$ cat src/rtl/chan_err_inj_if.sv
// Signal bundle for the channel error injector: configuration, symbol stream in/out and run status.
// Stream semantics: valid-only, no back-pressure. A symbol is taken on every rising clk edge where
// valid_i is high, and valid_o/sym_o/err_o carry that symbol exactly one cycle later.
interface chan_err_inj_if #(
  parameter int W  = 2,
  parameter int CW = 16,
  parameter int EW = 16
);
  logic          start;
  logic [1:0]    cfg_mode;
  logic [CW-1:0] cfg_period;
  logic [CW-1:0] cfg_burst_len;
  logic [7:0]    cfg_thresh;
  logic [W-1:0]  cfg_mask;
  logic [CW-1:0] cfg_window;
  logic          valid_i;
  logic [W-1:0]  sym_i;
  logic          valid_o;
  logic [W-1:0]  sym_o;
  logic [W-1:0]  err_o;
  logic          active_o;
  logic          done_o;
  logic [CW-1:0] sym_ct_o;
  logic [EW-1:0] bit_err_ct_o;
  logic [1:0]    dbg_state;

  modport master (
    output start, cfg_mode, cfg_period, cfg_burst_len, cfg_thresh, cfg_mask, cfg_window,
    output valid_i, sym_i,
    input  valid_o, sym_o, err_o, active_o, done_o, sym_ct_o, bit_err_ct_o, dbg_state
  );

  modport slave (
    input  start, cfg_mode, cfg_period, cfg_burst_len, cfg_thresh, cfg_mask, cfg_window,
    input  valid_i, sym_i,
    output valid_o, sym_o, err_o, active_o, done_o, sym_ct_o, bit_err_ct_o, dbg_state
  );
endinterface

$ cat src/rtl/chan_err_inj.sv
// Runtime-configurable channel corruption model: XORs a lane mask onto selected symbols
// (off / periodic burst / LFSR random / single shot) inside a bounded window, with saturating stats.
module chan_err_inj #(
  parameter int          W    = 2,
  parameter int          CW   = 16,
  parameter int          EW   = 16,
  parameter logic [15:0] SEED = 16'hACE1
) (
  input logic            clk,
  input logic            rst,
  chan_err_inj_if.slave  bus
);

  typedef enum logic [1:0] {
    S_IDLE = 2'd0,
    S_RUN  = 2'd1,
    S_DONE = 2'd2
  } state_t;

  localparam logic [1:0] M_PERIODIC = 2'd1;
  localparam logic [1:0] M_RANDOM   = 2'd2;
  localparam logic [1:0] M_SINGLE   = 2'd3;

  state_t        r_state;
  state_t        w_state_nxt;

  logic [1:0]    r_mode;
  logic [CW-1:0] r_period;
  logic [CW-1:0] r_burst;
  logic [7:0]    r_thresh;
  logic [W-1:0]  r_mask;
  logic [CW-1:0] r_window;
  logic [CW-1:0] r_sym_ct;
  logic [EW-1:0] r_bit_ct;
  logic [CW-1:0] r_phase;
  logic [15:0]   r_lfsr;
  logic          r_single_done;
  logic          r_valid_o;
  logic [W-1:0]  r_sym_o;
  logic [W-1:0]  r_err_o;

  logic [1:0]    w_mode;
  logic [CW-1:0] w_period;
  logic [CW-1:0] w_burst;
  logic [7:0]    w_thresh;
  logic [W-1:0]  w_mask;
  logic [CW-1:0] w_window;
  logic [CW-1:0] w_sym_ct;
  logic [EW-1:0] w_bit_ct;
  logic [CW-1:0] w_phase;
  logic [15:0]   w_lfsr;
  logic          w_single_done;

  logic          w_run;
  logic          w_take;
  logic          w_hit;
  logic          w_last;
  logic [W-1:0]  w_flip;
  logic [EW:0]   w_pop;
  logic [EW:0]   w_bit_sum;
  logic [EW-1:0] w_bit_nxt;
  logic [CW-1:0] w_sym_nxt;
  logic [CW-1:0] w_phase_nxt;
  logic [15:0]   w_lfsr_step;

  // A start pulse takes effect in its own cycle: a symbol arriving with it sees the new
  // configuration and cleared run state, so it becomes index 0 of the new run.
  always_comb begin
    w_mode        = r_mode;
    w_period      = r_period;
    w_burst       = r_burst;
    w_thresh      = r_thresh;
    w_mask        = r_mask;
    w_window      = r_window;
    w_sym_ct      = r_sym_ct;
    w_bit_ct      = r_bit_ct;
    w_phase       = r_phase;
    w_lfsr        = r_lfsr;
    w_single_done = r_single_done;
    if (bus.start) begin
      w_mode        = bus.cfg_mode;
      w_period      = bus.cfg_period;
      w_burst       = bus.cfg_burst_len;
      w_thresh      = bus.cfg_thresh;
      w_mask        = bus.cfg_mask;
      w_window      = bus.cfg_window;
      w_sym_ct      = '0;
      w_bit_ct      = '0;
      w_phase       = '0;
      w_lfsr        = SEED;
      w_single_done = 1'b0;
    end
  end

  assign w_run  = bus.start || (r_state == S_RUN);
  assign w_take = w_run && bus.valid_i;

  always_comb begin
    w_hit = 1'b0;
    case (w_mode)
      M_PERIODIC: w_hit = (w_period != '0) && (w_burst != '0) &&
                          ((w_burst >= w_period) || (w_phase >= (w_period - w_burst)));
      M_RANDOM:   w_hit = (w_lfsr[7:0] < w_thresh);
      M_SINGLE:   w_hit = !w_single_done && (w_sym_ct == w_period);
      default:    w_hit = 1'b0;
    endcase
  end

  assign w_flip = (w_take && w_hit) ? w_mask : '0;

  always_comb begin
    w_pop = '0;
    for (int i = 0; i < W; i++) begin
      w_pop = w_pop + {{EW{1'b0}}, w_flip[i]};
    end
  end

  assign w_bit_sum   = {1'b0, w_bit_ct} + w_pop;
  assign w_bit_nxt   = w_bit_sum[EW] ? '1 : w_bit_sum[EW-1:0];
  assign w_sym_nxt   = (&w_sym_ct) ? w_sym_ct : (w_sym_ct + CW'(1));
  assign w_phase_nxt = (w_period == '0) ? '0 :
                       (w_phase >= (w_period - CW'(1))) ? '0 : (w_phase + CW'(1));
  // Galois form of x^16+x^14+x^13+x^11+1, shifting right.
  assign w_lfsr_step = {1'b0, w_lfsr[15:1]} ^ (w_lfsr[0] ? 16'hB400 : 16'h0000);
  assign w_last      = w_take && (w_window != '0) && (w_sym_ct == (w_window - CW'(1)));

  always_ff @(posedge clk or negedge rst) begin
    if (!rst) begin
      r_state <= S_IDLE;
    end else begin
      r_state <= w_state_nxt;
    end
  end

  always_comb begin
    w_state_nxt = r_state;
    case (r_state)
      S_IDLE:  if (bus.start) w_state_nxt = w_last ? S_DONE : S_RUN;
      S_RUN:   if (w_last) w_state_nxt = S_DONE;
      S_DONE:  if (bus.start) w_state_nxt = w_last ? S_DONE : S_RUN;
      default: w_state_nxt = S_IDLE;
    endcase
  end

  always_ff @(posedge clk or negedge rst) begin
    if (!rst) begin
      r_mode        <= '0;
      r_period      <= '0;
      r_burst       <= '0;
      r_thresh      <= '0;
      r_mask        <= '0;
      r_window      <= '0;
      r_sym_ct      <= '0;
      r_bit_ct      <= '0;
      r_phase       <= '0;
      r_lfsr        <= SEED;
      r_single_done <= 1'b0;
      r_valid_o     <= 1'b0;
      r_sym_o       <= '0;
      r_err_o       <= '0;
    end else begin
      r_valid_o <= bus.valid_i;
      r_sym_o   <= bus.sym_i ^ w_flip;
      r_err_o   <= w_flip;
      if (bus.start) begin
        r_mode   <= bus.cfg_mode;
        r_period <= bus.cfg_period;
        r_burst  <= bus.cfg_burst_len;
        r_thresh <= bus.cfg_thresh;
        r_mask   <= bus.cfg_mask;
        r_window <= bus.cfg_window;
      end
      // Outside RUN (and without start) every statistic and generator holds.
      if (w_run) begin
        r_sym_ct      <= w_take ? w_sym_nxt : w_sym_ct;
        r_bit_ct      <= w_take ? w_bit_nxt : w_bit_ct;
        r_phase       <= w_take ? w_phase_nxt : w_phase;
        r_lfsr        <= w_take ? w_lfsr_step : w_lfsr;
        r_single_done <= w_single_done || (w_take && w_hit && (w_mode == M_SINGLE));
      end
    end
  end

  assign bus.valid_o      = r_valid_o;
  assign bus.sym_o        = r_sym_o;
  assign bus.err_o        = r_err_o;
  assign bus.active_o     = (r_state == S_RUN);
  assign bus.done_o       = (r_state == S_DONE);
  assign bus.sym_ct_o     = r_sym_ct;
  assign bus.bit_err_ct_o = r_bit_ct;
  assign bus.dbg_state    = r_state;

endmodule

$ cat src/flat_wrapper.sv
// flat-port wrapper written by rule: the top's interface ports become plain ports
module chan_err_inj_flat 
#(
  parameter int          W    = 2,
  parameter int          CW   = 16,
  parameter int          EW   = 16,
  parameter logic [15:0] SEED = 16'hACE1
)
  (clk, rst, bus_start, bus_cfg_mode, bus_cfg_period, bus_cfg_burst_len, bus_cfg_thresh, bus_cfg_mask, bus_cfg_window, bus_valid_i, bus_sym_i, bus_valid_o, bus_sym_o, bus_err_o, bus_active_o, bus_done_o, bus_sym_ct_o, bus_bit_err_ct_o, bus_dbg_state);
  chan_err_inj_if #(.W(W), .CW(CW), .EW(EW)) bus_i ();
  input logic clk;
  input logic rst;
  input wire logic [$bits(bus_i.start)-1:0] bus_start;
  input wire logic [$bits(bus_i.cfg_mode)-1:0] bus_cfg_mode;
  input wire logic [$bits(bus_i.cfg_period)-1:0] bus_cfg_period;
  input wire logic [$bits(bus_i.cfg_burst_len)-1:0] bus_cfg_burst_len;
  input wire logic [$bits(bus_i.cfg_thresh)-1:0] bus_cfg_thresh;
  input wire logic [$bits(bus_i.cfg_mask)-1:0] bus_cfg_mask;
  input wire logic [$bits(bus_i.cfg_window)-1:0] bus_cfg_window;
  input wire logic [$bits(bus_i.valid_i)-1:0] bus_valid_i;
  input wire logic [$bits(bus_i.sym_i)-1:0] bus_sym_i;
  output wire logic [$bits(bus_i.valid_o)-1:0] bus_valid_o;
  output wire logic [$bits(bus_i.sym_o)-1:0] bus_sym_o;
  output wire logic [$bits(bus_i.err_o)-1:0] bus_err_o;
  output wire logic [$bits(bus_i.active_o)-1:0] bus_active_o;
  output wire logic [$bits(bus_i.done_o)-1:0] bus_done_o;
  output wire logic [$bits(bus_i.sym_ct_o)-1:0] bus_sym_ct_o;
  output wire logic [$bits(bus_i.bit_err_ct_o)-1:0] bus_bit_err_ct_o;
  output wire logic [$bits(bus_i.dbg_state)-1:0] bus_dbg_state;
  assign bus_i.start = bus_start;
  assign bus_i.cfg_mode = bus_cfg_mode;
  assign bus_i.cfg_period = bus_cfg_period;
  assign bus_i.cfg_burst_len = bus_cfg_burst_len;
  assign bus_i.cfg_thresh = bus_cfg_thresh;
  assign bus_i.cfg_mask = bus_cfg_mask;
  assign bus_i.cfg_window = bus_cfg_window;
  assign bus_i.valid_i = bus_valid_i;
  assign bus_i.sym_i = bus_sym_i;
  assign bus_valid_o = bus_i.valid_o;
  assign bus_sym_o = bus_i.sym_o;
  assign bus_err_o = bus_i.err_o;
  assign bus_active_o = bus_i.active_o;
  assign bus_done_o = bus_i.done_o;
  assign bus_sym_ct_o = bus_i.sym_ct_o;
  assign bus_bit_err_ct_o = bus_i.bit_err_ct_o;
  assign bus_dbg_state = bus_i.dbg_state;
  chan_err_inj #(.W(W), .CW(CW), .EW(EW), .SEED(SEED)) u_core (.clk(clk), .rst(rst), .bus(bus_i));
endmodule
$ cat config.mk
export PLATFORM = sky130hd
export DESIGN_NAME = chan_err_inj_flat
export DESIGN_NICKNAME = d
export VERILOG_FILES = /design/src/rtl/chan_err_inj_if.sv /design/src/rtl/chan_err_inj.sv /design/src/flat_wrapper.sv
export SDC_FILE = /design/constraint.sdc
export NUM_CORES = 1
export LEC_CHECK = 0
export BUFFER_PORTS_ARGS = -buffer_cell sky130_fd_sc_hd__buf_2
export CAP_MARGIN = 15
export CORE_MARGIN = 2
export CORE_UTILIZATION = 25
export DETAILED_ROUTE_END_ITERATION = 10
export HOLD_SLACK_MARGIN = 0.02
export PLACE_DENSITY_LB_ADDON = 0.15
export SLEW_MARGIN = 10
export SYNTH_ARGS = -nofsm -noshare
export SYNTH_HDL_FRONTEND = slang
export SYNTH_SLANG_ARGS = --single-unit
$ cat constraint.sdc
create_clock -name clk -period 12.6 [get_ports clk]
set_input_delay 0 -clock clk [delete_from_list [all_inputs] [get_ports clk]]
set_output_delay 0 -clock clk [all_outputs]
set_load 0.02 [all_outputs]
==> flow_summary.toml <==
[clock_tree]
cts_sinks = 132
cts_resized = 0
root_buffer = "clkbuf_16"
clkLatencyLatePin_ns = 0.44
path_clk_slew_ns = 0.07
htree_levels = 4
cts-buffers-inserted = 17
cts_tree = "built"
cts_max_path_buffers = 2

[worst_setup_path]
cp_slowest_cell = "a211oi_1"
r2r_cells = 25
rr_startpoint = "u_core.r_period[0]"
reg2reg_setup_slack_ns = 5.84
cp.depth = 27
end_kind = "flip-flop"
crit_family = "compound AO/OA/AOI/OAI gates"
crit_start = "bus_start"
critPathArrivalTime_ns = 7.63
path_class = "primary input to flip-flop"
critical_path.max_fanout = 125
setup.worst_path.end = "u_core.bus.bit_err_ct_o[10]"
crit_required_ns = 12.97
r2r_end = "u_core.bus.bit_err_ct_o[10]"
max_stage_delay_ns = 0.59
cp_num_buf_inv = 5
start_kind = "primary input"

[timing]
hold_viol_final = 0
rsz0062_at_grt = "no"
timing.hold.ws_ns = 0.04573
timing.final.crit_share_pct = 57.61
tightest_slew_ns = 0.7935
slew_violations = 0
finalSetupViolations = 0
min_period_ns = 7.259
setup_ws_ns = 5.341
tns_ns = 0
max-slew-margin-rel_pct = 47.10
max_freq_mhz = 137.8
skew_ns = 0.01377

[grt]
grt_use_total_pct = 15.18
antenna_found_initial = 0
grt_max_degree = 126
grt_pass1_vias = 7770
grt-ovfl-total = 0
grt_pass1_wl_um = 44680

[status]
status = "finished, final reports clean"

[routing]
ant_nets = 0
via_per_inst = 4.731
dr.pass1.iters = 5
drt_first_iter_violations = 400
routed_wl_um = 28020
drc_errors = 0
wl_per_cell_um = 17.38
vias = 7627

[synthesis]
seq_area_frac_synth_pct = 36.47
synth_top_cells_by_area = "dfrtp_1, ha_1, xnor2_1"
syn-cell-area_mm2 = 0.009084
synth.avg_cell_area_um2 = 9.250
yosysWarnings = 0
syn_nets = 1112
synth_edf_count = 0
syn_inst = 982
synth_cell_types = 83
synth_flop_cell = "dfrtp_1"
ys_ff_latch = 132
synth.top_cell.area_share_pct = 34.16
synth_area_leader_cell = "dfrtp_1"
ys_async_sr_fraction_pct = 100.0

[floorplanning]
start_util_pct = 25.48
die_area_mm2 = 0.03788
rows = 69
io_pins = 107
core_region_area_mm2 = 0.03566
die_h_um = 194.6
die_w_um = 194.6

[placed_design]
port-buffer-count = 106
hpwl_um = 20900
dp_slack_ns = 5.444
gp_congestion = 0.8209

[power_and_ir_drop]
power_density_mw_per_mm2 = 126.8
p_leak_nw = 5.199
ir_worst_vdd_mv = 0.09961

[cells_and_area]
drive_above_1_share_pct = 16.42
diodes = 0
multi_input_comb_area_mm2 = 0.005331
nets = 1268
area_growth_syn_to_layout_pct = 24.10
ff_latch_area_mm2 = 0.003313
num-fill-cells = 3779

[worst_hold_path]
min_from = "bus_cfg_period[0]"
hold_class = "primary input to flip-flop"

[flow_run]
drv_cap = 0
state kept, by name (all words and copies together) (netlist names):
register / cells
u_core.r_period: 16
u_core.r_lfsr: 16
u_core.bus.sym_ct_o: 16
u_core.r_mode: 2
u_core.bus.err_o: 2
u_core.bus.dbg_state: 2
u_core.r_mask: 2
u_core.r_thresh: 8
u_core.r_window: 16
u_core.r_burst: 16
u_core.r_single_done: 1
u_core.r_phase: 16
u_core.bus.sym_o: 2
u_core.bus.bit_err_ct_o: 16
u_core.bus.valid_o: 1
layer usage:
layer / global-route usage, % / wire length (um) / share of wire [%] / vias up
met2: 24.52 / 13040 / 47 / 110
met3: 2.377 / 806 / 2.9 / 25
met4: 4.644 / 429 / 1.5 / 0
li1: - / - / - / 3818
met5: 0 / 0 / 0 / -
met1: 20.83 / 13750 / 49 / 3674
power by group:
part | switching, mW | leakage [nW] | internal, mW
combinational | 0.232 | 3.25 | 0.155
clock | 0.232 | 0.294 | 0.301
sequential | 0.0399 | 1.66 | 0.471
metrics by stage:
stage	utilization, %	total power [mW]	instance area [um2]	instances
2_1_floorplan	-	0.7652	9084	982
3_3_place_gp	28.23	0.8945	10070	1520
3_5_place_dp	28.23	0.8943	10070	1520
4_1_cts	31.62	1.452	11270	1612
5_1_grt	31.62	1.520	11270	1612
6_report	31.62	1.430	11270	1612
cells in the final DEF (no fill, tap or decap), drive strengths merged, types with 5 or more instances in the layout:
master	n
nor2b	33
mux2i	41
or3	8
dfstp	8
inv	76
dfrtp	124
dlygate4sd3	60
nor2	62
and3	13
ha	62
o21ai	51
nand3	22
buf	111
a21o	16
nor3	27
a21oi	56
nor3b	8
and4	5
nand2	72
clkbuf	17
and2	10
nand2b	32
nand4	15
o211ai	5
mux2	19
xor2	35
a2111oi	5
a31oi	5
or2	6
a211oi	10
nor4	15
xnor2	46
cells in the mapped netlist (10+ instances only):
cell type	n
a211oi_1	10
a21o_1	16
a21oi_1	56
and3_1	13
buf_2	18
dfrtp_1	124
ha_1	62
inv_1	66
mux2_2	18
mux2i_1	40
nand2_1	72
nand2b_1	32
nand3_1	22
nand4_1	15
nor2_1	62
nor2b_1	33
nor3_1	26
nor4_1	14
o21ai_0	48
xnor2_1	46
xor2_1	35
logic make-up after synthesis:
| group | Yosys count | synth area share [%] |
|---|---|---|
| simple gates | 345 | 20.36 |
| compound gates | 199 | 14.49 |
| flops | 132 | 36.47 |
| buf+inv | 101 | 4.835 |
| xor+xnor | 81 | 7.810 |
| fa+ha+maj | 64 | 8.981 |
| mux | 60 | 7.052 |
layout make-up:
class,instances,area share [%]
tap,461,5.117
multi-input combinational,749,47.29
clock buffer,17,3.774
clock inverter,15,1.609
sequential,132,29.39
inverter,67,2.231
timing repair buffer,171,10.59
worst reg2reg max path: stages, from the launching register on:
cell and delay (ns):
dfrtp_1 0.40, mux2i_1 0.45, ha_1 0.27, inv_1 0.05, fa_1 0.41, nand3_1 0.13, a21oi_1 0.08, or3_1 0.43
a21o_1 0.20, a21oi_1 0.18, xor2_1 0.21, ha_1 0.27, nand2_1 0.07, nor2_1 0.04, a211oi_1 0.25, o221ai_1 0.17
a211oi_1 0.59, o211ai_1 0.28, and2_1 0.26, ha_1 0.29, ha_1 0.16, inv_1 0.06, fa_1 0.43, nor3_1 0.40
nand3_1 0.39, a21oi_1 0.23
how the worst min path moves through the flow:
stage	to	slack, ns	cells past startpoint
global route	u_core.r_period[0]	0.04	3
global placement	u_core.bus.bit_err_ct_o[7]	0.13	1
detailed placement	u_core.bus.bit_err_ct_o[7]	0.12	1
floorplan	u_core.bus.bit_err_ct_o[0]	-0.30	0
CTS	u_core.r_period[0]	0.02	3
finish	u_core.r_period[0]	0.05	3
repair_timing:
item	CTS	global route
setup endpoints to repair	0	0
buffers inserted	0	0
hold endpoints to repair	138	0
hold buffers	60	0
(Power assumes the default switching activity.)
